==> src/rtl/alpha_blender_pkg.sv <==
// Shared types and constants for the alpha_blender compositor.
// The ALPHA_BLENDER_ROUND_EN build option is applied in alpha_channel_mix.
package alpha_blender_pkg;

  typedef logic [7:0]  channel_t;
  typedef logic [18:0] pixel_idx_t;

  typedef struct packed {
    channel_t r;
    channel_t g;
    channel_t b;
    channel_t a;
  } rgba_t;

  localparam channel_t ALPHA_MAX = 8'd255;

endpackage

==> src/rtl/alpha_channel_mix.sv <==
// Single-channel blend: (src*a + dst*(255-a)) >> 8.
// Define ALPHA_BLENDER_ROUND_EN to round to nearest instead of truncating.
module alpha_channel_mix
  import alpha_blender_pkg::*;
(
  input  channel_t src,
  input  channel_t dst,
  input  channel_t alpha,
  output channel_t mixed
);

  logic [16:0] src_term;
  logic [16:0] dst_term;
  logic [16:0] sum;
  channel_t    inv_alpha;

  assign inv_alpha = ALPHA_MAX - alpha;
  assign src_term  = 17'(src) * 17'(alpha);
  assign dst_term  = 17'(dst) * 17'(inv_alpha);

`ifdef ALPHA_BLENDER_ROUND_EN
  assign sum = src_term + dst_term + 17'd128;
`else
  assign sum = src_term + dst_term;
`endif

  // Peak sum is 255*255 (+128), so bit 16 is never set.
  assign mixed = sum[15:8];

  logic unused_sum_bits;
  assign unused_sum_bits = ^{sum[16], sum[7:0]};

endmodule

==> src/rtl/alpha_blender.sv <==
// Per-pixel alpha compositor: reads destination, writes blended pixel, forwards end-of-frame.
// Rounding mode is selected by ALPHA_BLENDER_ROUND_EN (see alpha_channel_mix).
module alpha_blender
  import alpha_blender_pkg::*;
#(
  parameter int unsigned LATENCY = 2
) (
  input  logic        clk,
  input  logic        reset,
  input  logic [18:0] pixel_number,
  input  logic        pixel_ready,
  input  logic [7:0]  r,
  input  logic [7:0]  g,
  input  logic [7:0]  b,
  input  logic [7:0]  a,
  input  logic [7:0]  read_r,
  input  logic [7:0]  read_g,
  input  logic [7:0]  read_b,
  input  logic        frame_ready,
  output logic        o_frame_ready,
  output logic        read,
  output logic        write,
  output logic [7:0]  write_r,
  output logic [7:0]  write_g,
  output logic [7:0]  write_b
);

  localparam int unsigned LastStage = LATENCY - 1;

  // vld_q[0] is the capture stage, vld_q[LastStage] the write stage.
  logic [LastStage:0] vld_q;
  rgba_t              src_q;
  pixel_idx_t         idx_q   [0:LastStage];
  channel_t           res_r_q [1:LastStage];
  channel_t           res_g_q [1:LastStage];
  channel_t           res_b_q [1:LastStage];

  channel_t mix_r;
  channel_t mix_g;
  channel_t mix_b;

  logic pend_q;
  logic pend_d;
  logic frame_q;
  logic frame_fire;
  logic in_flight;

  alpha_channel_mix u_mix_r (
    .src   (src_q.r),
    .dst   (read_r),
    .alpha (src_q.a),
    .mixed (mix_r)
  );

  alpha_channel_mix u_mix_g (
    .src   (src_q.g),
    .dst   (read_g),
    .alpha (src_q.a),
    .mixed (mix_g)
  );

  alpha_channel_mix u_mix_b (
    .src   (src_q.b),
    .dst   (read_b),
    .alpha (src_q.a),
    .mixed (mix_b)
  );

  // A pixel sitting in the write stage has been issued, so it no longer holds the frame back.
  assign in_flight = |vld_q[LastStage-1:0];

  always_comb begin
    frame_fire = pend_q & ~in_flight;
    pend_d     = pend_q | frame_ready;
    if (frame_fire) begin
      pend_d = 1'b0;
    end
  end

  always_ff @(posedge clk) begin
    if (!reset) begin
      vld_q   <= '0;
      src_q   <= '0;
      pend_q  <= 1'b0;
      frame_q <= 1'b0;
      for (int k = 0; k <= int'(LastStage); k++) begin
        idx_q[k] <= '0;
      end
      for (int k = 1; k <= int'(LastStage); k++) begin
        res_r_q[k] <= '0;
        res_g_q[k] <= '0;
        res_b_q[k] <= '0;
      end
    end else begin
      vld_q   <= {vld_q[LastStage-1:0], pixel_ready};
      pend_q  <= pend_d;
      frame_q <= frame_fire;

      if (pixel_ready) begin
        src_q.r  <= r;
        src_q.g  <= g;
        src_q.b  <= b;
        src_q.a  <= a;
        idx_q[0] <= pixel_number;
      end

      if (vld_q[0]) begin
        res_r_q[1] <= mix_r;
        res_g_q[1] <= mix_g;
        res_b_q[1] <= mix_b;
        idx_q[1]   <= idx_q[0];
      end

      // Stages load only on valid data so the write stage holds its last result.
      for (int k = 2; k <= int'(LastStage); k++) begin
        if (vld_q[k-1]) begin
          res_r_q[k] <= res_r_q[k-1];
          res_g_q[k] <= res_g_q[k-1];
          res_b_q[k] <= res_b_q[k-1];
          idx_q[k]   <= idx_q[k-1];
        end
      end
    end
  end

  assign read          = vld_q[0];
  assign write         = vld_q[LastStage];
  assign write_r       = res_r_q[LastStage];
  assign write_g       = res_g_q[LastStage];
  assign write_b       = res_b_q[LastStage];
  assign o_frame_ready = frame_q;

  // The pixel index rides along with its data but has no output on this port list.
  logic unused_idx;
  assign unused_idx = ^idx_q[LastStage];

endmodule

==> config.mk <==
export PLATFORM = sky130hd
export DESIGN_NAME = alpha_blender
export DESIGN_NICKNAME = d
export VERILOG_FILES = /design/src/rtl/alpha_blender_pkg.sv /design/src/rtl/alpha_channel_mix.sv /design/src/rtl/alpha_blender.sv
export SDC_FILE = /design/constraint.sdc
export NUM_CORES = 1
export LEC_CHECK = 0
export ABC_CLOCK_PERIOD_IN_PS = 7400
export CAP_MARGIN = 30
export CORE_UTILIZATION = 38
export CTS_CLUSTER_SIZE = 14
export DETAILED_ROUTE_END_ITERATION = 8
export GPL_TIMING_DRIVEN = 0
export PLACE_DENSITY = 0.66
export SLEW_MARGIN = 15
export SYNTH_ARGS = -nofsm -noshare
export SYNTH_HDL_FRONTEND = slang
export SYNTH_SLANG_ARGS = --single-unit
==> constraint.sdc <==
create_clock -name clk -period 7.4 [get_ports clk]
set_clock_uncertainty 0.05 [all_clocks]
set_input_delay 1.48 -clock clk [delete_from_list [all_inputs] [get_ports clk]]
set_output_delay 1.48 -clock clk [all_outputs]
set_load 0.02 [all_outputs]
==> impl_metrics.yaml, run 1 <==
floorplan:
  die_w_um: 201
  ios: 106
  initial_utilization_pct: 38.7
  core_um2: 38700
  die_y_um: 201
  die_area_um2: 40200
  num_rows: 72
setup_path:
  r2r_slack_ns: 0.54
  cp_common_cell: "fa_1"
  cp_max_fo: 8
  critPathSlowestCell: "clkdlybuf4s50_1"
  worstPathArrival_ns: 6.98
  end_kind: "register"
  r2r_cells: 18
  worst_setup_path_start_kind: "primary input"
  cp_cell_sequence: "clkdlybuf4s50_1, nor2b_1, fa_1, inv_1, fa_1, inv_1, fa_1, fa_1, fa_1, inv_1, fa_1, inv_1, ha_1, or4_1, o311a_2, a21oi_1, or4_1, nand3_1"
  crit_type: "primary input to register"
  worstPathRequired_ns: 7.46
  r2r_start: "src_q[2]"
  crit_path_max_incr_delay_ns: 0.60
  regToRegEndpoint: "res_b_q[1][5]"
sta:
  tns_ns: 0
  rsz0062_at_grt: "no"
  setup_viol: 0
  slew_headroom_pct: 35.9
  hold_slack_ns: 0.390
  final.min_clock_period_ns: 6.92
  fin_crit_sh_pct: 93.5
  slew_violations: 0
  setup_slack_ns: 0.479
  fmax_mhz: 144
  final_hold_viol_count: 0
  worst_pin_slew_ns: 0.961
cts:
  numCtsBuffers: 9
  ctsHtreeMaxLevel: 3
  clock-sinks: 60
  root_buffer: "clkbuf_16"
  clkLatencyLatePin_ns: 0.38
  postCtsSetupBuffers: 0
  clockBufferDepth: 2
  clk_pin_slew_worst_paths_ns: 0.05
  cts.hold.buffers_added: 0
  tritoncts: "yes"
  cts_resized: 0
drt:
  drtIter0Drc: 633
  finalWirelength_mm: 40.1
  first_pass_iters: 6
  drcViolationCount: 0
  vias: 11000
  via_per_inst: 4.93
  ant_nets: 0
  wl_per_cell_um: 17.9
power_and_ir_drop:
  total_leakage_power_nw: 8.40
  vdd_drop_max_mv: 0.355
  p_per_area_nw_per_um2: 314
  power.total_mw: 5.29
global_routing:
  grt_pass1_wl_mm: 64.6
  grt_max_degree: 18
  overflow: 0
  globalRouteTotalUtil_pct: 21.2
  antenna_found_initial: 2
  grt_pass1_vias: 11900
placed_design:
  dp_cells: 2215
  place_congestion: 0.876
  portBuffers: 84
  post-dp-hpwl_mm: 32.8
  post-place-ws_ns: 0.0957
final_layout:
  drive_gt1_share_pct: 1.87
  nets: 2252
  final_common_cell: "inv_1"
  area_growth_pct: 12.4
  layout_common_cells: "inv_1, fa_1, ha_1"
  fin_cells: 2234
  fillers: 3834
logic_synthesis:
  seq_area_frac_synth_pct: 9.62
  syn-num-nets: 2154
  synth-edff-count: 24
  ys_seq_elements: 60
  syn_area_um2: 15000
  ys_warn_count: 0
  avgSynthCellArea_um2: 9.31
  synth-async-reset-ratio_pct: 0
  synthFlopType: "dfxtp_1"
  syn_inst: 1610
  synth_cell_types: 51
hold_path:
  min_path_cells: 2
  hold_end: "o_frame_ready"
  min_from: "pend_q"
  hp-class: "register to register"
status:
  outcome: "finished clean"
job:
  cap_violations: 0
worst max-delay path, delay by kind of cell:
family,cells,cell delay [ns]
AOI/OAI and AO/OA,2,0.43
adders and majority gates,7,3.28
and+or+nand+nor,4,0.99
buffers and inverters,5,0.79
power by group:
group          switching [mW]  internal (mW)  leakage [nW]
combinational            2.52           1.85          7.70
sequential             0.0383          0.429         0.554
clock                   0.184          0.269         0.139
layer usage:
layer	global-route usage [%]	routed length [µm]	vias up	part of all wire, %
met5	0	23	-	0.057
met4	7.44	1160	4	2.9
met3	4.35	2700	63	6.7
met2	34.7	18900	330	47
met1	27.9	17300	5625	43
li1	-	-	4996	-
final cells by class:
class	instances	area [µm²]	area share [%]
Multi-Input combinational cell	1082	11800	70.0
Clock inverter	4	50.0	0.297
Antenna cell	3	7.51	0.0446
Sequential cell	60	1440	8.56
Buffer	55	213	1.26
Inverter	413	1550	9.21
Clock buffer	12	246	1.46
Timing Repair Buffer	87	898	5.34
Tap cell	518	648	3.85
flip-flops by register name, summed over array words and instances (netlist names):
| name | cells |
|---|---|
| res_g_q | 8 |
| src_q | 32 |
| res_r_q | 8 |
| pend_q | 1 |
| o_frame_ready | 1 |
| res_b_q | 8 |
| vld_q | 2 |
cells in the mapped netlist, types with 9 or more instances:
master / instances / share of area [%]
edfxtp_1: 24 / 4.8
nand2_1: 89 / 2.2
xnor2_1: 12 / 0.70
nand2b_1: 56 / 2.3
nor2b_1: 172 / 7.2
inv_1: 411 / 10
and2_1: 112 / 4.7
nor2_1: 11 / 0.28
fa_1: 285 / 38
nor3_1: 9 / 0.30
a211oi_1: 9 / 0.45
a21oi_1: 17 / 0.57
clkbuf_1: 45 / 1.1
ha_1: 180 / 15
dfxtp_1: 36 / 4.8
nand3_1: 9 / 0.30
mux2i_1: 38 / 2.5
worst max path at each step:
stage          slack, ns       from             to
2_1_floorplan       1.12  read_b[5]  res_b_q[1][7]
3_3_place_gp        0.10  read_r[4]  res_r_q[1][3]
3_5_place_dp         0.1  read_b[5]  res_b_q[1][7]
4_1_cts             0.47  read_b[5]  res_b_q[1][7]
5_1_grt             0.20   src_q[2]  res_b_q[1][7]
6_report            0.48  read_b[5]  res_b_q[1][5]
per-stage QoR:
step	utilization (%)	area (µm²)
after floorplan	-	15000
after global placement	42.5	16500
after detailed placement	42.7	16500
after CTS	43.4	16800
after global routing	43.4	16800
final	43.5	16800
cell families (layout without fill, tap and decap cells):
family / after synthesis / count (layout) / synth area share (%)
fa+ha+maj: 465 / 465 / 53.1
other cells: 0 / 3 / 0
compound gates: 73 / 73 / 3.21
buf+inv: 468 / 571 / 11.8
mux: 38 / 38 / 2.54
xor+xnor: 16 / 16 / 0.935
flops: 60 / 60 / 9.62
simple gates: 490 / 490 / 18.8
Note: power is estimated with default switching activity, not from simulation.
==> run 2, diff against run 1 <==
--- a/config.mk
+++ b/config.mk
@@ -8,9 +8,11 @@
 export ABC_CLOCK_PERIOD_IN_PS = 7400
 export CAP_MARGIN = 30
+export CELL_PAD_IN_SITES_DETAIL_PLACEMENT = 2
+export CELL_PAD_IN_SITES_GLOBAL_PLACEMENT = 2
 export CORE_UTILIZATION = 38
 export CTS_CLUSTER_SIZE = 14
 export DETAILED_ROUTE_END_ITERATION = 8
 export GPL_TIMING_DRIVEN = 0
-export PLACE_DENSITY = 0.66
+export PLACE_DENSITY = 0.91
 export SLEW_MARGIN = 15
 export SYNTH_ARGS = -nofsm -noshare
--- a/constraint.sdc
+++ b/constraint.sdc
@@ -3,3 +3,3 @@
 set_input_delay 1.48 -clock clk [delete_from_list [all_inputs] [get_ports clk]]
 set_output_delay 1.48 -clock clk [all_outputs]
-set_load 0.02 [all_outputs]
+set_load 0.05 [all_outputs]
==> run 2 against run 1 <==
- combinational power is 17% higher
- highest routed layer unchanged
- core utilization hardly changed
- clock power is 2% higher
- largest power group unchanged
==> impl_metrics.yaml, run 2 (synthesis gave the netlist of run 1 again) <==
status:
  outcome: "finished clean"
floorplan:
  ios: 106
  die_w_um: 201
  num_rows: 72
  initial_utilization_pct: 38.7
  die_y_um: 201
  core_um2: 38700
  die_area_um2: 40200
setup_path:
  worstPathArrival_ns: 7.17
  crit_path_start: "read_r[3]"
  r2r_start: "src_q[2]"
  cp_max_fo: 8
  cpLargestDelayFamily: "adder cells"
  crit_path_max_incr_delay_ns: 0.63
  cp_num_buf_inv: 6
  worst_setup_path_start_kind: "primary input"
  critPathSlowestCell: "clkdlybuf4s50_1"
  r2r_cells: 19
  path_depth: 19
  end_kind: "register"
  worstPathRequired_ns: 7.46
  cp_cell_sequence: "clkdlybuf4s50_1, nor2b_1, fa_1, inv_1, fa_1, inv_1, fa_1, fa_1, fa_1, inv_1, fa_1, inv_1, ha_1, o21a_1, or2_1, clkbuf_1, a41oi_1, xor2_1, nor2_1"
  cp_common_cell: "fa_1"
  crit_type: "primary input to register"
cts:
  clockBufferDepth: 2
  ctsHtreeMaxLevel: 3
  root_buffer: "clkbuf_16"
  tritoncts: "yes"
  clock-sinks: 60
  clkLatencyLatePin_ns: 0.39
  numCtsBuffers: 9
  postCtsSetupBuffers: 0
  clk_pin_slew_worst_paths_ns: 0.07
  cts_resized: 0
  cts.hold.buffers_added: 0
drt:
  ant_nets: 0
  via_per_inst: 5.25
  vias: 11700
  wl_per_cell_um: 26.3
  finalWirelength_mm: 58.9
  drtIter0Drc: 503
  drcViolationCount: 0
  first_pass_iters: 4
sta:
  rsz0062_at_grt: "no"
  final_hold_viol_count: 0
  slew_violations: 0
  hold_slack_ns: 0.484
  slew_headroom_pct: 28.7
  setup_viol: 0
  final.min_clock_period_ns: 7.10
  fmax_mhz: 141
  fin_crit_sh_pct: 96.0
  worst_pin_slew_ns: 1.07
final_layout:
  area_growth_pct: 12.2
  largest_reg_flops: 32
  layout_common_cells: "inv_1, fa_1, ha_1"
  largest_register: "src_q"
  final_common_cell: "inv_1"
  nets: 2252
  drive_gt1_share_pct: 1.87
hold_path:
  min_path_cells: 2
  min_from: "pend_q"
  hp-class: "register to register"
global_routing:
  grt_max_degree: 19
  grt.met3_usage_pct: 4.76
  grtUsageMet1_pct: 32.1
  grt_use_met2_pct: 57.3
  overflow: 0
  grt_pass1_wl_mm: 89.6
  globalRouteTotalUtil_pct: 30.5
  antenna_found_initial: 11
  grt_pass1_vias: 14800
  grt-busiest-layer: "met2"
job:
  cap_violations: 0
placed_design:
  portBuffers: 84
  post-dp-hpwl_mm: 48.4
  place_congestion: 0.854
power_and_ir_drop:
  total_leakage_power_nw: 8.40
  p_sw_mw: 3.40
  vdd_drop_max_mv: 0.353
  p_clk_share_pct: 7.6
  power.sequential.fraction_pct: 7.8
  power.total_mw: 6.07
  p_comb_share_pct: 84.6
  intPower_mw: 2.67
  swShare_pct: 56.0
  p_per_area_nw_per_um2: 361
[run 2: routing by layer]
layer	routed length, µm	part of all wire (%)	vias to the layer above
met4	3530	6.0	12
met2	31500	54	371
met1	21100	36	6170
met3	2640	4.5	188
met5	79	0.13	-
li1	-	-	4989
[run 2: path summary, 6_finish.rpt]
path,end,slack [ns]
worst max-delay path,res_r_q[1][3],0.30
worst min-delay path,o_frame_ready,0.48
worst min register to register,o_frame_ready,0.48
worst max register to register,res_r_q[1][3],0.35
[run 2: tightest hold or removal path: stages, from the launching register on]
cell and delay (ns):
dfxtp_1 0.34, inv_1 0.07, nor2_1 0.07
[run 2: area by class of cell]
type	instances	area, µm²
plain buffers	55	213
fillers	4285	21900
clock buffers	14	274
flip-flops and latches	60	1440
diodes	4	10.0
inverters	413	1550
clock inverters	2	10.0
well taps	518	648
multi-input cells	1082	11800
repair buffers	87	891
[run 2: metrics by stage]
| stage | setup WS [ns] | util [%] | instance area [µm²] | TNS (ns) | std cells |
|---|---|---|---|---|---|
| after floorplan | 1.12 | - | 15000 | 0 | 1610 |
| after global placement | 0.146 | 42.5 | 16500 | 0 | 2212 |
| after detailed placement | -0.00959 | 42.7 | 16500 | -0.0165 | 2215 |
| after CTS | 0.340 | 43.4 | 16800 | 0 | 2231 |
| after global routing | 0.113 | 43.4 | 16800 | 0 | 2235 |
| final | 0.295 | 43.4 | 16800 | 0 | 2235 |
[run 2: power by group through the flow]
stage | Sequential (mW) | Combinational (mW) | Clock [mW]
after global placement | 0.476 | 4.39 | 0
after floorplan | 0.643 | 3.22 | 0
final | 0.472 | 5.13 | 0.462
after detailed placement | 0.478 | 5.03 | 0
after global routing | 0.479 | 5.66 | 0.472
after CTS | 0.473 | 5.13 | 0.467
